<file path="config.mk">
export PLATFORM = sky130hd
export DESIGN_NAME = seg7_scan_decoder_flat
export DESIGN_NICKNAME = d
export VERILOG_FILES = /design/src/rtl/seg7_scan_decoder_if.sv /design/src/rtl/seg7_scan_decoder.sv /design/src/flat_wrapper.sv
export SDC_FILE = /design/constraint.sdc
export NUM_CORES = 1
export LEC_CHECK = 0
export CAP_MARGIN = 0
export CORE_ASPECT_RATIO = 0.8
export CORE_MARGIN = 4
export CORE_UTILIZATION = 58
export DETAILED_ROUTE_END_ITERATION = 7
export HOLD_SLACK_MARGIN = 0.12
export PLACE_DENSITY = 0.82
export SETUP_SLACK_MARGIN = 0.02
export SYNTH_ARGS = -nofsm -noshare
export SYNTH_HDL_FRONTEND = slang
export SYNTH_SLANG_ARGS = --single-unit
</file>
<file path="constraint.sdc">
create_clock -name clk -period 3 [get_ports clk]
set_input_delay 0.45 -clock clk [delete_from_list [all_inputs] [get_ports clk]]
set_output_delay 0.45 -clock clk [all_outputs]
set_load 0.02 [all_outputs]
</file>
<file path="src/rtl/seg7_scan_decoder_if.sv">
// rtl/seg7_scan_decoder_if.sv - multiplexed 7-segment bus plus reconstructed-value outputs
interface seg7_scan_decoder_if;
  logic [6:0]  segments;
  logic [3:0]  segsel;
  logic [15:0] dispNum;
  logic        numValid;
  logic        newFrame;
  logic        glyphErr;
  logic        selErr;

  modport master (
    output segments,
    output segsel,
    input  dispNum,
    input  numValid,
    input  newFrame,
    input  glyphErr,
    input  selErr
  );

  modport slave (
    input  segments,
    input  segsel,
    output dispNum,
    output numValid,
    output newFrame,
    output glyphErr,
    output selErr
  );
endinterface

</file>
<file path="src/rtl/seg7_scan_decoder.sv">
// rtl/seg7_scan_decoder.sv - rebuilds a 16-bit hex value from an active-low scanned 4-digit 7-seg bus
module seg7_scan_decoder #(
  parameter int SETTLE_CYCLES = 16,
  parameter int SCAN_TIMEOUT  = 200000
) (
  input  logic               clk,
  input  logic               rst,
  seg7_scan_decoder_if.slave bus
);

  localparam int SW = $clog2(SETTLE_CYCLES + 1);
  localparam int TW = $clog2(SCAN_TIMEOUT + 1);
  localparam logic [SW-1:0] SETTLE_MAX   = SW'(SETTLE_CYCLES);
  localparam logic [SW-1:0] SETTLE_LAST  = SW'(SETTLE_CYCLES - 1);
  localparam logic [TW-1:0] TIMEOUT_MAX  = TW'(SCAN_TIMEOUT);
  localparam logic [TW-1:0] TIMEOUT_LAST = TW'(SCAN_TIMEOUT - 1);
  localparam logic [10:0]   IDLE_WORD    = {4'b1111, 7'h7F};

  logic [10:0]   s1;
  logic [10:0]   s2;
  logic [10:0]   acc_word;
  logic          acc;
  logic [SW-1:0] settle_cnt;
  logic [TW-1:0] idle_cnt;
  logic [3:0]    mask;
  logic [15:0]   staging;

  logic [15:0]   disp_num_q;
  logic          num_valid_q;
  logic          new_frame_q;
  logic          glyph_err_q;
  logic          sel_err_q;

  logic [3:0]    acc_sel;
  logic [6:0]    acc_pat;
  logic          sel_blank;
  logic          sel_onehot;
  logic [1:0]    digit;
  logic          glyph_hit;
  logic [3:0]    glyph_nib;
  logic          good;
  logic [15:0]   staging_upd;
  logic [3:0]    mask_upd;
  logic          timeout_hit;

  // Returns {hit, nibble}; p is the active-high pattern in gfedcba order.
  function automatic logic [4:0] glyph_decode(input logic [6:0] p);
    case (p)
      7'h3F:   return {1'b1, 4'h0};
      7'h06:   return {1'b1, 4'h1};
      7'h5B:   return {1'b1, 4'h2};
      7'h4F:   return {1'b1, 4'h3};
      7'h66:   return {1'b1, 4'h4};
      7'h6D:   return {1'b1, 4'h5};
      7'h7D:   return {1'b1, 4'h6};
      7'h07:   return {1'b1, 4'h7};
      7'h7F:   return {1'b1, 4'h8};
      7'h6F:   return {1'b1, 4'h9};
      7'h77:   return {1'b1, 4'hA};
      7'h7C:   return {1'b1, 4'hB};
      7'h39:   return {1'b1, 4'hC};
      7'h5E:   return {1'b1, 4'hD};
      7'h79:   return {1'b1, 4'hE};
      7'h71:   return {1'b1, 4'hF};
      default: return 5'h00;
    endcase
  endfunction

  always_comb begin
    acc_sel    = acc_word[10:7];
    acc_pat    = ~acc_word[6:0];
    sel_blank  = (acc_sel == 4'b1111);
    sel_onehot = 1'b1;
    digit      = 2'd0;
    case (acc_sel)
      4'b1110: digit = 2'd0;
      4'b1101: digit = 2'd1;
      4'b1011: digit = 2'd2;
      4'b0111: digit = 2'd3;
      default: sel_onehot = 1'b0;
    endcase
    {glyph_hit, glyph_nib} = glyph_decode(acc_pat);
    good        = acc && sel_onehot && glyph_hit;
    staging_upd = staging;
    staging_upd[{digit, 2'b00} +: 4] = glyph_nib;
    mask_upd    = mask | (4'b0001 << digit);
    // A good accept in the expiry cycle restarts the window instead of timing out.
    timeout_hit = (idle_cnt == TIMEOUT_LAST) && !good;
  end

  always_ff @(posedge clk) begin
    if (rst) begin
      s1          <= IDLE_WORD;
      s2          <= IDLE_WORD;
      acc_word    <= IDLE_WORD;
      acc         <= 1'b0;
      settle_cnt  <= '0;
      idle_cnt    <= '0;
      mask        <= 4'b0000;
      staging     <= 16'h0000;
      disp_num_q  <= 16'h0000;
      num_valid_q <= 1'b0;
      new_frame_q <= 1'b0;
      glyph_err_q <= 1'b0;
      sel_err_q   <= 1'b0;
    end else begin
      s1 <= {bus.segsel, bus.segments};
      s2 <= s1;

      if (s1 != s2) begin
        settle_cnt <= '0;
      end else if (settle_cnt != SETTLE_MAX) begin
        settle_cnt <= settle_cnt + SW'(1);
      end
      // Fires only on the transition into saturation, so once per stable period.
      acc      <= (s1 == s2) && (settle_cnt == SETTLE_LAST);
      acc_word <= s2;

      new_frame_q <= 1'b0;
      glyph_err_q <= 1'b0;
      sel_err_q   <= 1'b0;

      if (good) begin
        idle_cnt <= '0;
      end else if (idle_cnt != TIMEOUT_MAX) begin
        idle_cnt <= idle_cnt + TW'(1);
      end

      if (timeout_hit) begin
        num_valid_q <= 1'b0;
        mask        <= 4'b0000;
      end

      if (acc && !sel_blank) begin
        if (!sel_onehot) begin
          sel_err_q <= 1'b1;
        end else if (glyph_hit) begin
          staging <= staging_upd;
          if (mask_upd == 4'b1111) begin
            disp_num_q  <= staging_upd;
            new_frame_q <= 1'b1;
            num_valid_q <= 1'b1;
            mask        <= 4'b0000;
          end else begin
            mask <= mask_upd;
          end
        end else begin
          glyph_err_q  <= 1'b1;
          mask[digit]  <= 1'b0;
        end
      end
    end
  end

  assign bus.dispNum  = disp_num_q;
  assign bus.numValid = num_valid_q;
  assign bus.newFrame = new_frame_q;
  assign bus.glyphErr = glyph_err_q;
  assign bus.selErr   = sel_err_q;

endmodule

</file>
<file path="src/flat_wrapper.sv">
// flat-port wrapper written by rule: the top's interface ports become plain ports
module seg7_scan_decoder_flat 
#(
  parameter int SETTLE_CYCLES = 16,
  parameter int SCAN_TIMEOUT  = 200000
)
  (clk, rst, bus_segments, bus_segsel, bus_dispNum, bus_numValid, bus_newFrame, bus_glyphErr, bus_selErr);
  seg7_scan_decoder_if bus_i ();
  input  logic clk;
  input  logic rst;
  input wire logic [$bits(bus_i.segments)-1:0] bus_segments;
  input wire logic [$bits(bus_i.segsel)-1:0] bus_segsel;
  output wire logic [$bits(bus_i.dispNum)-1:0] bus_dispNum;
  output wire logic [$bits(bus_i.numValid)-1:0] bus_numValid;
  output wire logic [$bits(bus_i.newFrame)-1:0] bus_newFrame;
  output wire logic [$bits(bus_i.glyphErr)-1:0] bus_glyphErr;
  output wire logic [$bits(bus_i.selErr)-1:0] bus_selErr;
  assign bus_i.segments = bus_segments;
  assign bus_i.segsel = bus_segsel;
  assign bus_dispNum = bus_i.dispNum;
  assign bus_numValid = bus_i.numValid;
  assign bus_newFrame = bus_i.newFrame;
  assign bus_glyphErr = bus_i.glyphErr;
  assign bus_selErr = bus_i.selErr;
  seg7_scan_decoder #(.SETTLE_CYCLES(SETTLE_CYCLES), .SCAN_TIMEOUT(SCAN_TIMEOUT)) u_core (.clk(clk), .rst(rst), .bus(bus_i));
endmodule
</file>
==> impl_summary.log <==
INFO  metric worst_path_fanout_max = 24
INFO  metric core-area = ~7100 um^2
INFO  metric timing.rr.start = u_core.acc_word[4]
INFO  metric syn_area_per_cell = 9.232 um^2
INFO  metric finalWorstPathRequiredPeriod = approximately 2600 ps
INFO  metric layout.filler_cells = between 500 and 600
INFO  metric number_of_synthesized_flops_with_an_enable_pin = 0
INFO  metric cts-htree-levels = 3
INFO  metric syn-instance-count = 468
INFO  metric clkLatencyLatePin = 360 ps
INFO  metric setup.worst_path.start = u_core.acc_word[4]
INFO  metric setup_viol = 0
INFO  metric synthesized_area_fraction_occupied_by_ao_oa_aoi_and_oai_cells = between 10% and 20%
INFO  metric layout_commonest_cell = sky130_fd_sc_hd__dfxtp_1
INFO  metric num_vias = ~3,300
INFO  metric route.detailed.vias_per_inst = roughly 5.6
INFO  metric p_total = around 2400 uW
INFO  metric ant_nets = 0
INFO  metric io_buffers = 32
INFO  metric adder_cell_share_of_the_synthesized_area = 3.707%
INFO  metric synth_top_family_by_area = simple AND/OR/NAND/NOR gates
INFO  metric synthToLayoutAreaGrowth = 12.63%
INFO  metric gp_congestion = around 0.9
INFO  metric worst_ep_required_time = 3220 ps
INFO  metric tns = 0 ps
INFO  metric timing.hold.worst.start = u_core.staging[0]
INFO  metric synth.yosys.warnings = 0
INFO  metric postCtsSetupBuffers = 0
INFO  metric worst_setup_skew_after_layout = approximately 12 ps
INFO  metric slew-limit-headroom = 44.93%
INFO  metric grt_first_pass_wirelength = around 14,000 um
INFO  metric dieWidth = between 100 and 150 um
INFO  metric leading_cell_types_in_the_layout_fill_and_taps_excluded = sky130_fd_sc_hd__dfxtp_1, sky130_fd_sc_hd__nor2_1, sky130_fd_sc_hd__or2_2, sky130_fd_sc_hd__clkdlybuf4s50_1, sky130_fd_sc_hd__a21oi_1
INFO  metric top_level_ports = 33
INFO  metric clk_transition_reported_paths = around 90 ps
INFO  metric synth_fp_nets = ~490
INFO  metric synth_ff_type = sky130_fd_sc_hd__dfxtp_1
INFO  metric first_pass_iters = 4
INFO  metric power-per-cell-area = ~500 nW/um^2
INFO  metric cts_resized = 0
INFO  metric ctsRootBufferMaster = sky130_fd_sc_hd__clkbuf_8
INFO  metric worst-setup-path-type = reg -> reg
INFO  metric worstPathArrival = between 2000 and 3000 ps
INFO  metric die_h = ~85 um
INFO  metric max_vdd_drop = 0.3857 mV
INFO  metric num_antenna_cells = 0
INFO  metric place_hpwl = about 5600 um
INFO  metric ys_async_sr_fraction = 0%
INFO  metric remaining_overflow_grt = 0
INFO  metric site_rows = 27
INFO  metric cts_inserted_buffers = 9
INFO  metric grt_pass1_vias = around 3,200
INFO  metric syn_area = between 4000 and 5000 um^2
INFO  metric routed_wl = between 8000 and 9000 um
INFO  metric yosysSeqAreaShare = between 40% and 50%
INFO  metric layout.cell_area.non_filler = between 4000 and 5000 um^2
INFO  metric worst_slew_pin_slew = 815.8 ps
INFO  metric fin_nets = 513
INFO  metric drt_first_iter_violations = about 280
INFO  metric ys_types = 57
INFO  metric cts_max_path_buffers = 2
INFO  metric cts_tree = done
INFO  metric run_status = finished clean
INFO  metric grt_util_all_layers = 19.10%
INFO  metric final-hold-violation-count = 0
INFO  metric layout-drive-gt1-share = 13.79%
INFO  metric synth_simple_gate_area_share = about a quarter
INFO  metric postSynthRegisterBits = 97
INFO  metric timing.critical_path.to_type = flip-flop
INFO  metric route.detailed.wl_per_inst = 13.97 um
INFO  metric cts.hold.buffers_added = 0
INFO  metric floorplan.die_area = roughly 8900 um^2
INFO  metric hold_path_class = reg -> reg
INFO  metric cts_num_sinks = just under 100
INFO  metric start_util = just over 60%
INFO  metric critical_path.startpoint_type = flip-flop
INFO  metric fin_crit_sh = approximately 87%
INFO  metric yosys-mux-area-fraction = under 10%
INFO  metric timing_max_transition_violations_final = 0
INFO  metric synthXorXnorAreaFrac = between 6 and 7%
INFO  metric drc = 0
INFO  metric grt_max_degree = 36
INFO  metric achievable-frequency = between 300 and 400 MHz
INFO  metric cap_viol_max_count = 0
INFO  metric placed_area = ~4600 um^2
INFO  metric initial_antenna_violation_count = 0
INFO  metric cellLeakagePower = ~0.0018 uW
INFO  metric rsz_0062_raised_after_global_routing = no
==> per-layer routing <==
metal / track usage, % / vias up / part of all wire, %
met5: 0 / - / 0
li1: - / 1654 / -
met4: 6.522 / 0 / 1.8
met3: 4.867 / 18 / 5.2
met2: 33.35 / 90 / 48
met1: 23.03 / 1506 / 45
==> synth_stat cells, types with 4 or more instances <==
| master | instances | share of area, % |
|---|---|---|
| sky130_fd_sc_hd__nor3b_1 | 7 | 1.2 |
| sky130_fd_sc_hd__dfxtp_1 | 97 | 45 |
| sky130_fd_sc_hd__a21bo_2 | 6 | 1.4 |
| sky130_fd_sc_hd__nand2_1 | 19 | 1.7 |
| sky130_fd_sc_hd__nor4_1 | 7 | 1.0 |
| sky130_fd_sc_hd__a211oi_1 | 18 | 3.1 |
| sky130_fd_sc_hd__nor2_1 | 54 | 4.7 |
| sky130_fd_sc_hd__buf_2 | 7 | 0.81 |
| sky130_fd_sc_hd__and3_1 | 7 | 1.0 |
| sky130_fd_sc_hd__xor2_1 | 20 | 4.1 |
| sky130_fd_sc_hd__clkbuf_1 | 11 | 0.96 |
| sky130_fd_sc_hd__o22ai_1 | 4 | 0.58 |
| sky130_fd_sc_hd__o21ai_0 | 4 | 0.46 |
| sky130_fd_sc_hd__nor3_1 | 12 | 1.4 |
| sky130_fd_sc_hd__nand4_1 | 4 | 0.58 |
| sky130_fd_sc_hd__a21oi_1 | 25 | 2.9 |
| sky130_fd_sc_hd__nor2b_1 | 17 | 2.5 |
| sky130_fd_sc_hd__mux2i_1 | 6 | 1.4 |
| sky130_fd_sc_hd__inv_1 | 16 | 1.4 |
| sky130_fd_sc_hd__buf_4 | 5 | 0.87 |
| sky130_fd_sc_hd__or2_2 | 35 | 5.1 |
| sky130_fd_sc_hd__nand3_1 | 16 | 1.9 |
| sky130_fd_sc_hd__xnor2_1 | 14 | 2.8 |
| sky130_fd_sc_hd__ha_1 | 12 | 3.5 |
==> layout make-up <==
cell class                 count  area [um^2]  share of cell area, %
multi-input combinational    330         2182                  44.84
tap                           87        108.9                  2.237
clock inverter                 6        115.1                  2.366
sequential                    97         1942                  39.91
inverter                      16        60.06                  1.234
clock buffer                  10        127.6                  2.623
timing repair buffer          34        330.3                  6.788
==> power by group <==
group	switching, uW	total [uW]	internal [uW]
combinational	56.5	108	51.4
sequential	22.0	1330	1310
clock	442	1000	558
total	521	2440	1920
==> state kept, by name, indices dropped and copies added (netlist names) <==
name / flops
u_core.s1: 11
u_core.bus.glyphErr: 1
u_core.bus.selErr: 1
u_core.mask: 4
u_core.bus.numValid: 1
u_core.s2: 11
u_core.bus.newFrame: 1
u_core.staging: 16
u_core.acc: 1
u_core.settle_cnt: 5
u_core.bus.dispNum: 16
u_core.acc_word: 11
u_core.idle_cnt: 18
==> path summary, 6_finish.rpt <==
kind                             end  slack (ps)  cells after the start
setup / recovery  u_core.idle_cnt[7]         390                      5
hold / removal     u_core.staging[0]         450                      1
setup reg to reg  u_core.idle_cnt[7]         390                      5
hold reg to reg    u_core.staging[0]         450                      1
==> critical path: stages (launching register included) <==
cell	delay (ps)
sky130_fd_sc_hd__dfxtp_1	570
sky130_fd_sc_hd__nand4bb_1	270
sky130_fd_sc_hd__o31ai_1	560
sky130_fd_sc_hd__o31a_4	410
sky130_fd_sc_hd__or2_1	540
sky130_fd_sc_hd__nor2_1	120
==> metrics by stage <==
step | utilization [%] | hold WS (ps) | std cells | setup WS (ps)
6_report | 68.92 | 450.4 | 580 | 385.0
5_1_grt | 68.92 | 465.8 | 580 | 207.7
4_1_cts | 68.92 | 452.0 | 580 | 400.7
3_5_place_dp | 65.48 | 430.6 | 564 | 413.6
3_3_place_gp | 65.48 | 428.1 | 564 | 526.1
2_1_floorplan | - | 411.0 | 468 | 820.5
==> kinds of logic (layout without fill, tap and decap cells) <==
group,count (synthesis),after routing
and+or+nand+nor,197,197
DFF,97,97
AOI/OAI and AO/OA,80,80
buffers and inverters,41,66
xor gates and xnor gates,34,34
adders and majority gates,13,13
muxes,6,6
(Power assumes the default switching activity.)
